$ cat config.mk
export PLATFORM = sky130hd
export DESIGN_NAME = bin_maxpool
export DESIGN_NICKNAME = d
export VERILOG_FILES = /design/src/rtl/bin_pkg.sv /design/src/rtl/bin_pool_row.sv /design/src/rtl/bin_maxpool.sv
export SDC_FILE = /design/constraint.sdc
export NUM_CORES = 1
export LEC_CHECK = 0
export BUFFER_PORTS_ARGS = -buffer_cell sky130_fd_sc_hd__buf_2
export CAP_MARGIN = 30
export CORE_UTILIZATION = 45
export CTS_CLUSTER_SIZE = 25
export DETAILED_ROUTE_END_ITERATION = 10
export GPL_TIMING_DRIVEN = 0
export MAX_ROUTING_LAYER = met4
export PLACE_DENSITY = 0.7
export SLEW_MARGIN = 20
export SYNTH_ARGS = -nofsm -noshare
export SYNTH_HDL_FRONTEND = slang
export SYNTH_SLANG_ARGS = --single-unit
$ cat constraint.sdc
create_clock -name clk -period 1.8 [get_ports clk]
set_input_delay 0.09 -clock clk [delete_from_list [all_inputs] [get_ports clk]]
set_output_delay 0.09 -clock clk [all_outputs]
set_load 0.005 [all_outputs]
$ cat src/rtl/bin_pkg.sv
// Shared definitions for the binary max-pool stage: fixed widths, stream
// framing constants, FSM state encoding and header decode helpers.
package bin_pkg;

    localparam int DATA_W = 16;
    localparam int ADDR_W = 12;

    // Stream framing
    localparam logic [DATA_W-1:0] HDR_END = 16'h00FF;

    // Input image dimensions accepted by the pooling stage
    localparam logic [7:0] DIM_8  = 8'd8;
    localparam logic [7:0] DIM_10 = 8'd10;
    localparam logic [7:0] DIM_14 = 8'd14;

    // One-hot controller states
    typedef enum logic [4:0] {
        S_IDLE  = 5'b00001,
        S_FETCH = 5'b00010,
        S_HDR   = 5'b00100,
        S_ROWS  = 5'b01000,
        S_TERM  = 5'b10000
    } state_t;

    // True when the header dimension is one the stage can pool
    function automatic logic dim_legal(input logic [7:0] d);
        return (d == DIM_8) || (d == DIM_10) || (d == DIM_14);
    endfunction

    // Pooled dimension P = D/2 (at most 7, so 4 bits are enough)
    function automatic logic [3:0] pool_dim(input logic [7:0] d);
        logic [7:0] half;
        half = d >> 1;
        return half[3:0] | {3'b000, half[7] & 1'b0};
    endfunction

endpackage

$ cat src/rtl/bin_pool_row.sv
// Combinational 2x2 binary max-pool of one row pair. Output bit i is the OR
// of columns 2i and 2i+1 of both rows, for i < P; higher bits are forced to 0
// so input columns at or beyond D never reach the output.
module bin_pool_row
    import bin_pkg::*;
(
    input  logic [DATA_W-1:0] even_row,
    input  logic [DATA_W-1:0] odd_row,
    input  logic [3:0]        p_dim,
    output logic [DATA_W-1:0] pooled
);

    // OR-reduce each 2x2 window, masking windows beyond the pooled width
    always_comb begin
        pooled = '0;
        for (int i = 0; i < DATA_W / 2; i++) begin
            if (4'(i) < p_dim) begin
                pooled[i] = even_row[2*i] | even_row[2*i+1] |
                            odd_row[2*i]  | odd_row[2*i+1];
            end
        end
    end

endmodule

$ cat src/rtl/bin_maxpool.sv
// Binary 2x2/stride-2 max-pool stage. Reads framed feature maps (header D,
// then D row words) from the source SRAM and writes framed pooled maps
// (header P=D/2, then P rows) to the destination SRAM, followed by a single
// 0x00FF terminator.
//
// Reads are issued every cycle from the moment the first header address is
// presented, so the next header read naturally lands at header + D + 1 and
// overlaps the final pooled-row write with no bubble.
//
// Optional build macro: POOL_IMG_CNT_EN adds the pool_img_cnt output, the
// saturating count of legal images pooled in the current run.
module bin_maxpool
    import bin_pkg::*;
(
    input  logic              clk,
    input  logic              reset_b,
    input  logic              dut_run,
    output logic              dut_busy,
    output logic [ADDR_W-1:0] pool_rd_addr,
    input  logic [DATA_W-1:0] pool_rd_data,
    output logic [ADDR_W-1:0] pool_wr_addr,
    output logic [DATA_W-1:0] pool_wr_data,
`ifdef POOL_IMG_CNT_EN
    output logic [7:0]        pool_img_cnt,
`endif
    output logic              pool_wr_en
);

    state_t            state;
    logic [3:0]        p_dim;
    logic [2:0]        prow_cnt;
    logic              odd_ph;
    logic [DATA_W-1:0] even_row_p1;
    logic [DATA_W-1:0] pooled;
    logic [7:0]        hdr_dim;
    logic              last_prow;

    assign hdr_dim   = pool_rd_data[7:0];
    assign last_prow = ({1'b0, prow_cnt} == (p_dim - 4'd1));

    bin_pool_row u_pool_row (
        .even_row (even_row_p1),
        .odd_row  (pool_rd_data),
        .p_dim    (p_dim),
        .pooled   (pooled)
    );

    // Controller: framing, read/write address generation and write strobes
    always_ff @(posedge clk or negedge reset_b) begin
        if (!reset_b) begin
            state        <= S_IDLE;
            dut_busy     <= 1'b0;
            pool_rd_addr <= '0;
            pool_wr_addr <= '0;
            pool_wr_data <= '0;
            pool_wr_en   <= 1'b0;
            p_dim        <= '0;
            prow_cnt     <= '0;
            odd_ph       <= 1'b0;
        end else begin
            pool_wr_en <= 1'b0;
            if (pool_wr_en) begin
                pool_wr_addr <= pool_wr_addr + 12'd1;
            end
            case (state)
                S_IDLE: begin
                    if (dut_run) begin
                        dut_busy <= 1'b1;
                        state    <= S_FETCH;
                    end
                end
                S_FETCH: begin
                    pool_rd_addr <= pool_rd_addr + 12'd1;
                    state        <= S_HDR;
                end
                S_HDR: begin
                    pool_rd_addr <= pool_rd_addr + 12'd1;
                    if (dim_legal(hdr_dim)) begin
                        p_dim        <= pool_dim(hdr_dim);
                        pool_wr_data <= {12'd0, pool_dim(hdr_dim)};
                        pool_wr_en   <= 1'b1;
                        prow_cnt     <= '0;
                        odd_ph       <= 1'b0;
                        state        <= S_ROWS;
                    end else begin
                        pool_wr_data <= HDR_END;
                        pool_wr_en   <= 1'b1;
                        state        <= S_TERM;
                    end
                end
                S_ROWS: begin
                    pool_rd_addr <= pool_rd_addr + 12'd1;
                    if (!odd_ph) begin
                        odd_ph <= 1'b1;
                    end else begin
                        odd_ph       <= 1'b0;
                        pool_wr_data <= pooled;
                        pool_wr_en   <= 1'b1;
                        if (last_prow) begin
                            prow_cnt <= '0;
                            state    <= S_HDR;
                        end else begin
                            prow_cnt <= prow_cnt + 3'd1;
                        end
                    end
                end
                S_TERM: begin
                    dut_busy     <= 1'b0;
                    pool_rd_addr <= '0;
                    pool_wr_addr <= '0;
                    state        <= S_IDLE;
                end
                default: begin
                    dut_busy     <= 1'b0;
                    pool_rd_addr <= '0;
                    pool_wr_addr <= '0;
                    state        <= S_IDLE;
                end
            endcase
        end
    end

    // Even-row latch: holds row 2j until row 2j+1 arrives
    always_ff @(posedge clk) begin
        if ((state == S_ROWS) && !odd_ph) begin
            even_row_p1 <= pool_rd_data;
        end
    end

`ifdef POOL_IMG_CNT_EN
    // Saturating count of legal image headers written during this run
    always_ff @(posedge clk or negedge reset_b) begin
        if (!reset_b) begin
            pool_img_cnt <= '0;
        end else if ((state == S_IDLE) && dut_run) begin
            pool_img_cnt <= '0;
        end else if ((state == S_HDR) && dim_legal(hdr_dim) && (pool_img_cnt != 8'hFF)) begin
            pool_img_cnt <= pool_img_cnt + 8'd1;
        end
    end
`endif

endmodule
==> impl_metrics.json <==
{
  "place_inst": 413,
  "synth_top_cell_by_area": "dfrtp_1",
  "total_power_mw": 3.82,
  "routedWlPerCell_um": 13.8,
  "grt_pass1_wl_um": 10600,
  "finClkSkew_ns": 0.00934,
  "cts.htree.levels": 3,
  "ys_ff_latch": 63,
  "r2r_cells": 6,
  "grt_max_degree": 32,
  "hp-class": "input port to register",
  "syn_inst": 276,
  "numCtsBuffers": 9,
  "synth_cell_types": 54,
  "drcViolationCount": 6,
  "post-dp-hpwl_um": 4350,
  "io_buffer_count": 52,
  "status": "complete, but fails checks",
  "track_usage_pct": 20.0,
  "avgSynthCellArea_sq_um": 10.9,
  "drtIter0Drc": 89,
  "gr-total-overflow": 0,
  "power_switching_mw": 1.10,
  "cts_sinks": 63,
  "synthFlopType": "dfrtp_1",
  "antenna_found_initial": 0,
  "synth-edff-count": 16,
  "die_area_sq_mm": 0.00704,
  "period_share_pct": 95.7,
  "hp-start": "pool_rd_data[6]",
  "powerDensity_mw_per_mm2": 962,
  "setup_viol": 0,
  "post-synth-top-area-fraction_pct": 38.1,
  "rows": 29,
  "nets": 401,
  "layout_common_cells": "55 x buf_2, 43 x dfrtp_1, 28 x nor2_1",
  "final_common_cell": "buf_2",
  "max_clock_freq_ghz": 0.580,
  "gp_congestion": 0.800,
  "grt_util_met3_pct": 3.66,
  "holdPathEnd": "pool_wr_data[3]",
  "grt-busiest-layer": "met2",
  "drive_gt1_share_pct": 31.3,
  "regArea_sq_mm": 0.00166,
  "cts.reportedPaths.clkPinSlew_ns": 0.07,
  "violations": "DRC",
  "crit_chain": "inv_2, ha_1, xor2_1, nand4_1, o31ai_2, and4b_1",
  "clockPowerShare_pct": 34.9,
  "drt-total-wl_um": 6320,
  "reg2reg_slack_ns": 0.08,
  "initial_core_util_pct": 47.0,
  "boundaryPins": 61,
  "crit_fanout": 4,
  "die_h_um": 83.9,
  "ys_warn_count": 0,
  "diodes": 0,
  "grt_use_met1_pct": 25.9,
  "rr_startpoint": "p_dim[0]",
  "hold_depth": 3,
  "fillers": 540,
  "netlist_area_sq_mm": 0.00302,
  "use_met2_pct": 29.6,
  "via_per_inst": 5.25,
  "slowest_delay_ns": 0.40,
  "tightest_slew_ns": 0.538,
  "vdd_ir_drop_max_mv": 0.666,
  "setup_tns_ns": 0,
  "vias": 2398,
  "grt_pass1_vias": 2228,
  "dr.pass1.iters": 7,
  "hold_viol": 0,
  "combPwrFrac_pct": 22.8,
  "area_growth_syn_to_layout_pct": 31.4,
  "cts_buffer_depth": 2,
  "slew_viol_final": 0,
  "synthArstFlopShare_pct": 74.6,
  "core_sq_mm": 0.00642,
  "r2r_end": "state[2]",
  "insertion_delay_ns": 0.35,
  "ys_seq_area_share_pct": 54.9,
  "cp.arrival_ns": 2.01,
  "critPathCaptureType": "register",
  "crit_type": "register to register",
  "ant_nets": 0,
  "critPathSlowestCell": "dfrtp_2",
  "die_x_um": 83.9,
  "clock-root-buffer": "clkbuf_8",
  "fin_cells": 457,
  "p_sw_share_pct": 28.9,
  "p_int_mw": 2.71,
  "cts_tree": "done",
  "fin_crit_ns": 1.72,
  "yosys-top-cells-area": "dfrtp_1 38%, edfxtp_1 16%, nor2_1 3.6%, ha_1 2.9%, a21oi_1 2.8%",
  "setup_ws_ns": 0.0767,
  "dpl_worst_slack_ns": -0.244,
  "slew_headroom_pct": 64.0,
  "start_kind": "register",
  "multi_input_area_sq_mm": 0.00129,
  "pwr-share-seq_pct": 42.3,
  "p_leak_nw": 1.76,
  "worstPathRequired_ns": 2.08,
  "cap_viol_max_count": 0
}
==> repair_timing <==
action | 4_1_cts | 5_1_grt
hold buffers | 18 | 0
resized for setup | 7 | 10
setup endpoints to repair | 38 | 44
endpoints found under the hold margin | 35 | 0
buffers inserted | 2 | 9
pin swaps | 3 | 5
==> critical path: cells and delay by family (launching register included) <==
family          cells  cell delay [ns]
fa+ha+maj           1             0.30
flops               1             0.40
compound gates      1             0.34
simple gates        2             0.44
buf+inv             1             0.05
xor+xnor            1             0.15
==> cell families (layout without fill, tap and decap cells) <==
group	Yosys count	count (layout)	synth area share [%]
flip-flops	63	63	54.9
buffers and inverters	31	128	5.06
multiplexers	7	7	2.53
AND/OR/NAND/NOR	100	100	18.7
other	1	8	0.124
adder cells (fa/ha/maj)	7	7	2.90
AO/OA/AOI/OAI	52	52	11.4
XOR/XNOR	15	15	4.35
==> through the flow <==
stage | instance area (sq um) | hold WS [ns] | util (%)
2_1_floorplan | 3050 | -0.206 | -
3_3_place_gp | 3400 | 0.278 | 53.0
3_5_place_dp | 3420 | 0.0505 | 53.3
4_1_cts | 3870 | 0.0895 | 60.3
5_1_grt | 3970 | 0.127 | 61.8
6_report | 3970 | 0.0983 | 61.8
==> synthesized netlist by cell type, drive strengths merged (3+ instances only) <==
| library cell | count |
|---|---|
| o21ai | 5 |
| o211ai | 7 |
| nand2 | 13 |
| nor2 | 32 |
| inv | 16 |
| o22ai | 3 |
| buf | 13 |
| or4 | 12 |
| nor2b | 3 |
| xnor2 | 8 |
| ha | 7 |
| nor3 | 10 |
| dfrtp | 46 |
| a21oi | 17 |
| nand3 | 7 |
| xor2 | 7 |
| edfxtp | 16 |
| nand4 | 8 |
| o31ai | 7 |
| or3 | 3 |
| mux2i | 5 |
==> routing by layer <==
metal / vias to the layer above / part of all wire [%] / wire length [um]
met1: 1159 / 47 / 2960
met5: - / 0 / 0
li1: 1182 / - / -
met2: 47 / 47 / 3000
met3: 10 / 3.3 / 211
met4: 0 / 2.3 / 148
==> power by group through the flow <==
stage,combinational (mW),sequential [mW],clock (mW)
final,0.868,1.62,1.33
after global routing,0.960,1.63,1.42
after CTS,0.752,1.61,1.35
after detailed placement,0.663,1.64,0
after global placement,0.646,1.63,0
after floorplan,0.459,1.63,0
==> sequential cells by signal, summed over array words and instances, names as in the netlist <==
register	flops
even_row_p1	16
pool_rd_addr	12
pool_wr_addr	12
pool_wr_data	8
state	5
p_dim	4
prow_cnt	3
dut_busy	1
odd_ph	1
pool_wr_en	1
==> final cells by class <==
class / instances / share of cell area (%)
Clock buffer: 9 / 3.12
Timing Repair Buffer: 82 / 14.0
Buffer: 14 / 2.37
Inverter: 16 / 1.51
Sequential cell: 63 / 41.9
Tap cell: 77 / 2.43
Clock inverter: 7 / 2.21
Multi-Input combinational cell: 189 / 32.5
==> worst max-delay path by stage <==
stage,from,to,slack [ns],depth (start not counted)
after floorplan,state[4],even_row_p1[0],0.07,3
after global placement,state[4],even_row_p1[7],-0.20,3
after detailed placement,state[4],even_row_p1[5],-0.24,3
after CTS,state[4],prow_cnt[2],0.008,6
after global routing,p_dim[0],state[2],-0.01,6
final,p_dim[0],state[2],0.08,6
(Power assumes the default switching activity.)
